$ cat config.mk
export PLATFORM = sky130hd
export DESIGN_NAME = ps2_key_controller
export DESIGN_NICKNAME = d
export VERILOG_FILES = /design/src/rtl/ps2_pkg.sv /design/src/rtl/ps2_rx_frame.sv /design/src/rtl/ps2_key_controller.sv
export SDC_FILE = /design/constraint.sdc
export NUM_CORES = 1
export LEC_CHECK = 0
export ABC_AREA = 1
export CORE_ASPECT_RATIO = 0.75
export CORE_MARGIN = 8
export CORE_UTILIZATION = 65
export DETAILED_ROUTE_END_ITERATION = 10
export PLACE_DENSITY = 0.85
export SETUP_SLACK_MARGIN = 0.4
export SLEW_MARGIN = 20
export SYNTH_ARGS = -nofsm -noshare
export SYNTH_HDL_FRONTEND = slang
export SYNTH_SLANG_ARGS = --single-unit
export TNS_END_PERCENT = 1
$ cat constraint.sdc
create_clock -name CLOCK_50 -period 5 [get_ports CLOCK_50]
set_clock_uncertainty 0.05 [all_clocks]
set_input_delay 1 -clock CLOCK_50 [delete_from_list [all_inputs] [get_ports CLOCK_50]]
set_output_delay 1 -clock CLOCK_50 [all_outputs]
set_load 0.02 [all_outputs]
$ cat src/rtl/ps2_pkg.sv
// ps2_pkg: shared frame states, key event layout and PS/2 byte constants
package ps2_pkg;
   typedef enum logic [1:0] {IDLE, DATA, PARITY, STOP} frame_state_t;
   typedef struct packed {
      logic       brk;
      logic       ext;
      logic [7:0] code;
   } key_event_t;
   localparam logic [7:0] PS2_PFX_EXT = 8'hE0;
   localparam logic [7:0] PS2_PFX_BRK = 8'hF0;
   localparam logic [7:0] PS2_ERR_00  = 8'h00;
   localparam logic [7:0] PS2_ERR_FF  = 8'hFF;
endpackage

$ cat src/rtl/ps2_rx_frame.sv
// ps2_rx_frame: pin sync, ps2_clk glitch filter, 11-bit frame FSM, optional watchdog (PS2_TIMEOUT_EN)
module ps2_rx_frame
   import ps2_pkg::*;
#(
   parameter int FILTER_LEN  = 8,
   parameter int TIMEOUT_CYC = 100000
) (
   input  logic       CLOCK_50,
   input  logic       reset,
   input  logic       ps2_clk,
   input  logic       ps2_data,
   output logic [7:0] rx_byte,
   output logic       byte_valid,
   output logic       frame_err,
   output logic       frame_tmo
);
   localparam int FW = $clog2(FILTER_LEN + 1);
   logic [1:0]    clk_s, dat_s;
   logic [FW-1:0] fcnt;
   logic          filt, filt_d, strobe, par;
   logic [2:0]    n;
   logic [7:0]    sh;
   frame_state_t  state;
   assign strobe = filt_d & ~filt;
   // synchronise pins; filtered clock flips only after FILTER_LEN differing samples in a row
   always_ff @(posedge CLOCK_50 or negedge reset)
      if (!reset) begin
         clk_s  <= 2'b11;
         dat_s  <= 2'b11;
         fcnt   <= '0;
         filt   <= 1'b1;
         filt_d <= 1'b1;
      end else begin
         clk_s  <= {clk_s[0], ps2_clk};
         dat_s  <= {dat_s[0], ps2_data};
         filt_d <= filt;
         if (clk_s[1] == filt)
            fcnt <= '0;
         else if (fcnt == FW'(FILTER_LEN - 1)) begin
            filt <= clk_s[1];
            fcnt <= '0;
         end else
            fcnt <= fcnt + 1'b1;
      end
`ifdef PS2_TIMEOUT_EN
   localparam int TW = $clog2(TIMEOUT_CYC + 1);
   logic [TW-1:0] tcnt;
`else
   assign frame_tmo = 1'b0;
`endif
   // frame FSM: start, 8 data LSB first, odd parity, stop; watchdog abandons stalled frames
   always_ff @(posedge CLOCK_50 or negedge reset)
      if (!reset) begin
         state      <= IDLE;
         n          <= '0;
         sh         <= '0;
         par        <= 1'b0;
         rx_byte    <= '0;
         byte_valid <= 1'b0;
         frame_err  <= 1'b0;
`ifdef PS2_TIMEOUT_EN
         tcnt       <= '0;
         frame_tmo  <= 1'b0;
`endif
      end else begin
         byte_valid <= 1'b0;
         frame_err  <= 1'b0;
         if (strobe)
            case (state)
               IDLE:   if (!dat_s[1]) begin
                          state <= DATA;
                          n     <= '0;
                       end
               DATA:   begin
                          sh    <= {dat_s[1], sh[7:1]};
                          n     <= n + 1'b1;
                          state <= n == 3'd7 ? PARITY : DATA;
                       end
               PARITY: begin
                          par   <= dat_s[1];
                          state <= STOP;
                       end
               default: begin
                          rx_byte    <= sh;
                          byte_valid <= dat_s[1] & (^sh ^ par);
                          frame_err  <= ~(dat_s[1] & (^sh ^ par));
                          state      <= IDLE;
                       end
            endcase
`ifdef PS2_TIMEOUT_EN
         frame_tmo <= 1'b0;
         if (state == IDLE || strobe)
            tcnt <= '0;
         else if (tcnt == TW'(TIMEOUT_CYC - 1)) begin
            tcnt      <= '0;
            state     <= IDLE;
            frame_tmo <= 1'b1;
         end else
            tcnt <= tcnt + 1'b1;
`endif
      end
endmodule

$ cat src/rtl/ps2_key_controller.sv
// ps2_key_controller: PS/2 key events with E0/F0 folding, event FIFO and CPU IO view (watchdog via PS2_TIMEOUT_EN)
module ps2_key_controller
   import ps2_pkg::*;
#(
   parameter int FIFO_DEPTH  = 8,
   parameter int FILTER_LEN  = 8,
   parameter int TIMEOUT_CYC = 100000
) (
   input  logic        CLOCK_50,
   input  logic        reset,
   input  logic        ps2_clk,
   input  logic        ps2_data,
   input  logic        io_read,
   output logic [15:0] io_rdata,
   output logic        io_irq,
   output logic [7:0]  err_count
);
   localparam int AW = $clog2(FIFO_DEPTH);
   logic [7:0]  rx_byte;
   logic        byte_valid, frame_err, frame_tmo;
   logic        ext, brk, ovf, ovf_n, is_ext, is_brk, is_bad, push, pop, wr, full, nonempty_n, err_inc;
   logic [AW-1:0] wp, rp, rp_n;
   logic [AW:0] cnt, cnt_n, rem;
   key_event_t  ev, head_n;
   key_event_t  mem [FIFO_DEPTH];
   ps2_rx_frame #(.FILTER_LEN(FILTER_LEN), .TIMEOUT_CYC(TIMEOUT_CYC)) u_rx (
      .CLOCK_50  (CLOCK_50),
      .reset     (reset),
      .ps2_clk   (ps2_clk),
      .ps2_data  (ps2_data),
      .rx_byte   (rx_byte),
      .byte_valid(byte_valid),
      .frame_err (frame_err),
      .frame_tmo (frame_tmo)
   );
   // classify bytes, FIFO next state; head view bypasses a push into an emptying FIFO
   always_comb begin
      is_ext     = rx_byte == PS2_PFX_EXT;
      is_brk     = rx_byte == PS2_PFX_BRK;
      is_bad     = rx_byte == PS2_ERR_00 || rx_byte == PS2_ERR_FF;
      push       = byte_valid & ~is_ext & ~is_brk & ~is_bad;
      ev         = key_event_t'{brk: brk, ext: ext, code: rx_byte};
      full       = cnt == (AW+1)'(FIFO_DEPTH);
      pop        = io_read & (cnt != '0);
      wr         = push & (~full | pop);
      cnt_n      = cnt + (AW+1)'(wr) - (AW+1)'(pop);
      rem        = cnt - (AW+1)'(pop);
      rp_n       = rp + AW'(pop);
      head_n     = rem != '0 ? mem[rp_n] : ev;
      ovf_n      = io_read ? 1'b0 : (push & full) ? 1'b1 : ovf;
      nonempty_n = cnt_n != '0;
      err_inc    = frame_err | frame_tmo | (byte_valid & is_bad);
   end
   // event storage
   always_ff @(posedge CLOCK_50)
      if (wr) mem[wp] <= ev;
   // pointers, prefixes, error counter and registered IO view
   always_ff @(posedge CLOCK_50 or negedge reset)
      if (!reset) begin
         wp        <= '0;
         rp        <= '0;
         cnt       <= '0;
         ovf       <= 1'b0;
         ext       <= 1'b0;
         brk       <= 1'b0;
         err_count <= '0;
         io_irq    <= 1'b0;
         io_rdata  <= '0;
      end else begin
         wp        <= wp + AW'(wr);
         rp        <= rp_n;
         cnt       <= cnt_n;
         ovf       <= ovf_n;
         io_irq    <= nonempty_n;
         io_rdata  <= {nonempty_n, ovf_n, 4'b0, nonempty_n ? head_n : key_event_t'('0)};
         err_count <= err_inc && err_count != 8'hFF ? err_count + 1'b1 : err_count;
         if (frame_tmo) begin
            ext <= 1'b0;
            brk <= 1'b0;
         end else if (byte_valid) begin
            ext <= is_ext | (ext & is_brk);
            brk <= is_brk | (brk & is_ext);
         end
      end
endmodule

Yosys cells after proc, flatten, opt, wreduce, memory -nomap -nowiden

Memory sizes are Yosys's and may differ from the RTL's.
Index checks and enable logic that the tools add are counted.

Input bits: 5
Logic and storage cells: 98
Bits in writable memories: 80
Memories kept: 1
Register bits after elaboration: 68
Output and inout port bits: 25

Memory list:

| name | words | width | read ports | clocked after memory_dff | write ports | line                     | source |
|---|---|---|---|---|---|---|---|
| mem  | 8     | 10    | 1          | 0                        | 1           | ps2_key_controller.sv:25 | `key_event_t mem [FIFO_DEPTH];` |

Add/sub/neg operators: 8
Bitwise gates (word level): 24
Reduce and logical (&&, ||, !) cells: 16
Equal/unequal tests: 11
Mux-type cells: 17

Operators by type and width:

| cell                  | number |
|---|---|
| $eq A8 B8 Y1 const B  | 3 |
| $mux W10              | 2 |
| $reduce_bool A4 Y1    | 3 |
| $and A1 B1 Y1         | 11 |
| $reduce_and A2 Y1     | 5 |
| $add A8 B1 Y8 const B | 1 |
| $logic_not A8 Y1      | 1 |
| $mux W1               | 8 |
| $mux W4               | 2 |
| $ne A8 B8 Y1 const B  | 1 |
| $not A1 Y1            | 8 |
| $reduce_xor A8 Y1     | 1 |
| $sub A4 B1 Y4         | 2 |
| $add A3 B1 Y3         | 2 |
| $pmux W2 S3           | 1 |
| $pmux W3 S2           | 1 |
| $add A4 B1 Y4         | 1 |
| $add A4 B1 Y4 const B | 1 |
| $eq A4 B3 Y1 const B  | 1 |
| $eq A4 B4 Y1 const B  | 1 |
| $mux W2               | 2 |
| $or A1 B1 Y1          | 4 |
| $add A3 B1 Y3 const B | 1 |
| $eq A3 B3 Y1 const B  | 1 |
| 12 further kinds      | 12 |

Longest topological paths before layout

Word-level depth: 10
Depth in mapped cells: 16
Mapped depth without buffers: 15

By module

From an unflattened synthesis, not the netlist that was laid out.

Cells, all modules: 645
Area, all modules: 6,548.8 um^2

By module, submodules not included:

| module             | instances | area an instance (um^2) | seq. area each (um^2) | cells each |
|---|---|---|---|---|
| ps2_key_controller | 1         | 5,038.6                 | 3,203.1               | 485 |
| ps2_rx_frame       | 1         | 1,510.2                 | 858.3                 | 160 |

Least setup slack after synthesis

Ideal clock, no wire load.

Path type: input port to flip-flop
From: in io_read
To: reg io_rdata[0]
Path buffers: 1
Required time: 4.831 ns
Arrival time: 2.621 ns
Stages on the path: 13
Slack: 2.210 ns
Library setup time: 0.119 ns
Cell sequence: nand2_1 -> inv_1 -> ha_1 -> inv_1 -> ha_1 -> inv_1 -> fa_1 -> inv_1 -> nor3_2 -> nand2_2 -> buf_6 -> o21ai_1 -> nor2_1

Longest elaborated chain between the ends: 7
Elaborated cells between the ends (all ways): 12
Those cells by class: 4 x add/sub; 2 x mux; 3 x bitwise; 2 x reduce/logical; 1 x memory

RTL lines:

| item                   | line                     | source |
|---|---|---|
| from (decl)            | ps2_key_controller.sv:13 | `input logic io_read,` |
| $and A1 B1 Y1 (*)      | ps2_key_controller.sv:44 | `pop = io_read & (cnt != '0);` |
| $or A1 B1 Y1           | ps2_key_controller.sv:45 | `wr = push & (~full \| pop);` |
| $and A1 B1 Y1          | ps2_key_controller.sv:45 |  |
| $add A4 B1 Y4          | ps2_key_controller.sv:46 | `cnt_n = cnt + (AW+1)'(wr) - (AW+1)'(pop);` |
| $sub A4 B1 Y4 (*)      | ps2_key_controller.sv:46 |  |
| named net cnt_n[1]     | ps2_key_controller.sv:23 | `logic [AW:0] cnt, cnt_n, rem;` |
| $reduce_bool A4 Y1 (*) | ps2_key_controller.sv:51 | `nonempty_n = cnt_n != '0;` |
| named net nonempty_n   | ps2_key_controller.sv:21 | `logic ext, brk, ovf, ovf_n, is_ext, is_brk, is_bad, push, pop, wr, full, nonempty_n, err_inc;` |
| $mux W10 (*)           | ps2_key_controller.sv:75 | `io_rdata <= {nonempty_n, ovf_n, 4'b0, nonempty_n ? head_n : key_event_t'('0)};` |
| to (signal assigned)   | ps2_key_controller.sv:75 |  |
| to (decl)              | ps2_key_controller.sv:14 | `output logic [15:0] io_rdata,` |

Mark *: on every way through the listed nets, which the timed path passes. The rest lies on a longest branch.
A chain may end at the register's enable or synchronous reset.

Final worst setup path

From: in io_read
To: reg io_rdata[2]

Longest elaborated chain between the ends: 7
Elaborated cells between the ends (all ways): 12
Those cells by class: 4 x add/sub; 2 x mux; 3 x bitwise; 2 x reduce/logical; 1 x memory

RTL lines:

| item               | line |
|---|---|
| $and A1 B1 Y1 (*)  | ps2_key_controller.sv:44 |
| $or A1 B1 Y1       | ps2_key_controller.sv:45 |
| $and A1 B1 Y1      | ps2_key_controller.sv:45 |
| $add A4 B1 Y4      | ps2_key_controller.sv:46 |
| $sub A4 B1 Y4      | ps2_key_controller.sv:46 |
| $reduce_bool A4 Y1 | ps2_key_controller.sv:51 |
| $mux W10 (*)       | ps2_key_controller.sv:75 |

Every way passes the cells marked *; elsewhere a longest branch is shown, timed or not.

==> results.toml <==
[power]
p_switching_mw = 1.578
p_sw_share_pct = 37.64
vdd_drop_max_v = 0.0002824
finalPower_mw = 4.192
internal_power_mw = 2.614
combPwrFrac_pct = 35.8
seqPwrFrac_pct = 35.1
leakage_nw = 3.030
clkPwrFrac_pct = 29.0
powerDensity_mw_per_mm2 = 575.8

[setup_path]
required_ps = 5240
reg2reg_depth = 13
start_kind = "input port"
crit_buf_inv = 3
crit_chain = "clkdlybuf4s50_1, nand2_1, inv_1, ha_1, inv_1, ha_1, a21oi_1, nand4_1, o21ai_1, nor2_1"
startpoint = "io_read"
critical_path_depth = 10
r2r-end = "io_rdata[3]"
worstReg2RegStart = "cnt[2]"
r2r_setup_slack_ps = 1710
endpoint_kind = "flop"
cpLargestDelayFamily = "simple AND/OR/NAND/NOR gates"
slowest_stage = "nand4_1"
max_stage_delay_ps = 850
cp_max_fo = 20
endpoint = "io_rdata[2]"
crit_type = "in -> reg"
arrival_ps = 3820

[yosys]
synthFlopType = "edfxtp_1"
synth.top_cells.by_area = "edfxtp_1, dfrtp_1, nand2_1, nand3_1, ha_1"
synth_top_area_share_pct = 37.28
synth_seq_cells = 146
ys_async_sr_fraction_pct = 45.21
synth_edf_count = 80
synth_cell_types = 37
ys.warnings.count = 0
syn-cell-area_mm2 = 0.006444
yosysTopAreaCell = "edfxtp_1"
synth-seq-area-share_pct = 63.03
synth.avg_cell_area_um2 = 10.58
syn-instance-count = 609

[final_layout]
diodes = 0
drive_above_1_share_pct = 11.96
fin_util_pct = 75.39
areaGrowthSynthToFinish_pct = 12.99
stdcell_area_mm2 = 0.007281
layout.nets = 654

[clock_network]
cts_made_buffers = 17
cts_tree = "yes"
cts_sinks = 146
clock_path_buffers = 2
clk_pin_slew_worst_paths_ps = 60
post_cts_buffers = 0
root_buffer = "clkbuf_16"
worstSkewPairLatency_ps = 420
ctsResizeCount = 0
cts_hold_buf = 0
cts_htree_levels = 4

[drt]
vias = 4554
wire_per_inst_um = 18.07
remaining_drc_errors = 0
dr.pass1.iters = 6
drt_iter0_markers = 679
drtAntennaViolNets = 0
vias_per_cell = 5.869
drt_wl_total_um = 14020

[global_routing]
grt_pass1_vias = 4520
antenna_found_initial = 0
grt.total_usage_pct = 22.42
overflow = 0
grt_pass1_wl_um = 22540
grt_max_degree = 55

[sta]
period_share_pct = 71.69
maxSlewViolCount = 0
setup_violations = 0
slew_headroom_pct = 28.21
hold_violations = 0
min_period_ps = 3585
tightest_slew_ps = 1074
final.setup.tns_ps = 0
whs_ps = 304.5
fmax_mhz = 279.0
rsz0062_at_grt = "false"

[die]
design.portCount = 30
die-area_mm2 = 0.01339
row_count = 31
core_mm2 = 0.009658
start_util_pct = 66.72
die_x_um = 131.0
dieHeight_um = 102.2

[placement]
gp_congestion = 0.8508
hpwlAfterDp_um = 8130
io_buffers = 25
post_dp_cell_area_mm2 = 0.006714

[min_path]
hp-class = "reg -> reg"

[outcome]
status = "completed"

[job]
max_cap_viol_count = 0
cells in the mapped netlist, types with 10 or more instances:
| master | n |
|---|---|
| nand2_1 | 157 |
| edfxtp_1 | 80 |
| nand3_1 | 63 |
| dfrtp_1 | 60 |
| inv_1 | 43 |
| a21oi_1 | 33 |
| nor2_1 | 26 |
| o21ai_1 | 24 |
| ha_1 | 17 |
| buf_2 | 10 |
| buf_4 | 10 |
| inv_2 | 10 |
| nor2_2 | 10 |
| o21ai_0 | 10 |
kinds of logic after synthesis:
kind of cell	count (synthesis)	share of synthesized area, %
buffers and inverters	80	5.670
other	1	0.05820
multiplexers	1	0.1747
adder cells (fa/ha/maj)	18	3.612
AO/OA/AOI/OAI	71	5.709
flip-flops	146	63.03
AND/OR/NAND/NOR	278	19.73
XOR/XNOR	14	2.019
sequential cells by signal, indices dropped and copies added, names as in the netlist, 4 cells and up:
register	flops
cnt	4
u_rx.sh	8
io_rdata	12
err_count	8
u_rx.rx_byte	8
u_rx.fcnt	4
mem	80
worst register-to-register path: cells and delay by family (launching register included):
kind / cells / cell delay, ps
flops: 1 / 380
buf+inv: 3 / 1050
compound gates: 1 / 200
simple gates: 6 / 670
fa+ha+maj: 3 / 820
worst min-delay path by stage:
stage	from	endpoint	cells past startpoint
finish	u_rx.clk_s[0]	u_rx.clk_s[1]	0
global route	u_rx.dat_s[0]	u_rx.dat_s[1]	0
CTS	u_rx.clk_s[0]	u_rx.clk_s[1]	0
detailed placement	u_rx.clk_s[0]	u_rx.clk_s[1]	0
global placement	u_rx.clk_s[0]	u_rx.clk_s[1]	0
floorplan	u_rx.clk_s[0]	u_rx.clk_s[1]	0
per-layer routing:
layer	track usage, %	up-vias	wire [um]
li1	-	2064	-
met2	36.91	290	6995
met5	0	-	0
met3	6.361	32	1313
met1	27.37	2168	5409
met4	9.323	0	302
placed cells by master, fill, tap and decap left out, types with 2 or more instances in the layout:
cell	n
ha_1	17
edfxtp_1	80
clkinv_1	3
nor2_1	26
dfrtp_1	60
buf_4	2
xnor2_1	4
nand4_1	3
o21ai_0	10
nor2_2	10
clkdlybuf4s50_1	24
nand2_1	157
nand3_1	63
clkbuf_16	17
nand2_2	3
dfstp_2	6
xor2_1	9
nor2_4	3
inv_2	10
nor3_1	2
inv_1	43
nand2_4	2
nor3_2	3
clkinvlp_4	4
nand3_4	2
clkinv_2	2
inv_6	2
conb_1	4
nand3_2	3
bufinv_16	2
o21ai_1	24
a21oi_1	33
final cells by class:
class / count / area, um^2
multi-input combinational: 386 / 2028
clock buffer: 18 / 429.2
fill: 579 / 2377
inverter: 53 / 198.9
timing repair buffer: 27 / 260.3
sequential: 146 / 4061
tap: 132 / 165.2
clock inverter: 14 / 137.6
power groups by stage:
stage,clock (mW),sequential [mW],combinational [mW]
2_1_floorplan,0,1.52,1.10
3_3_place_gp,0,1.49,1.35
3_5_place_dp,0,1.49,1.42
4_1_cts,1.22,1.47,1.48
5_1_grt,1.27,1.49,1.65
6_report,1.22,1.47,1.50
stage by stage:
stage	std cells	setup WS, ps
2_1_floorplan	612	2210
3_3_place_gp	744	1181
3_5_place_dp	744	1109
4_1_cts	776	1435
5_1_grt	776	1246
6_report	776	1416
Note: power is estimated with default switching activity, not from simulation.
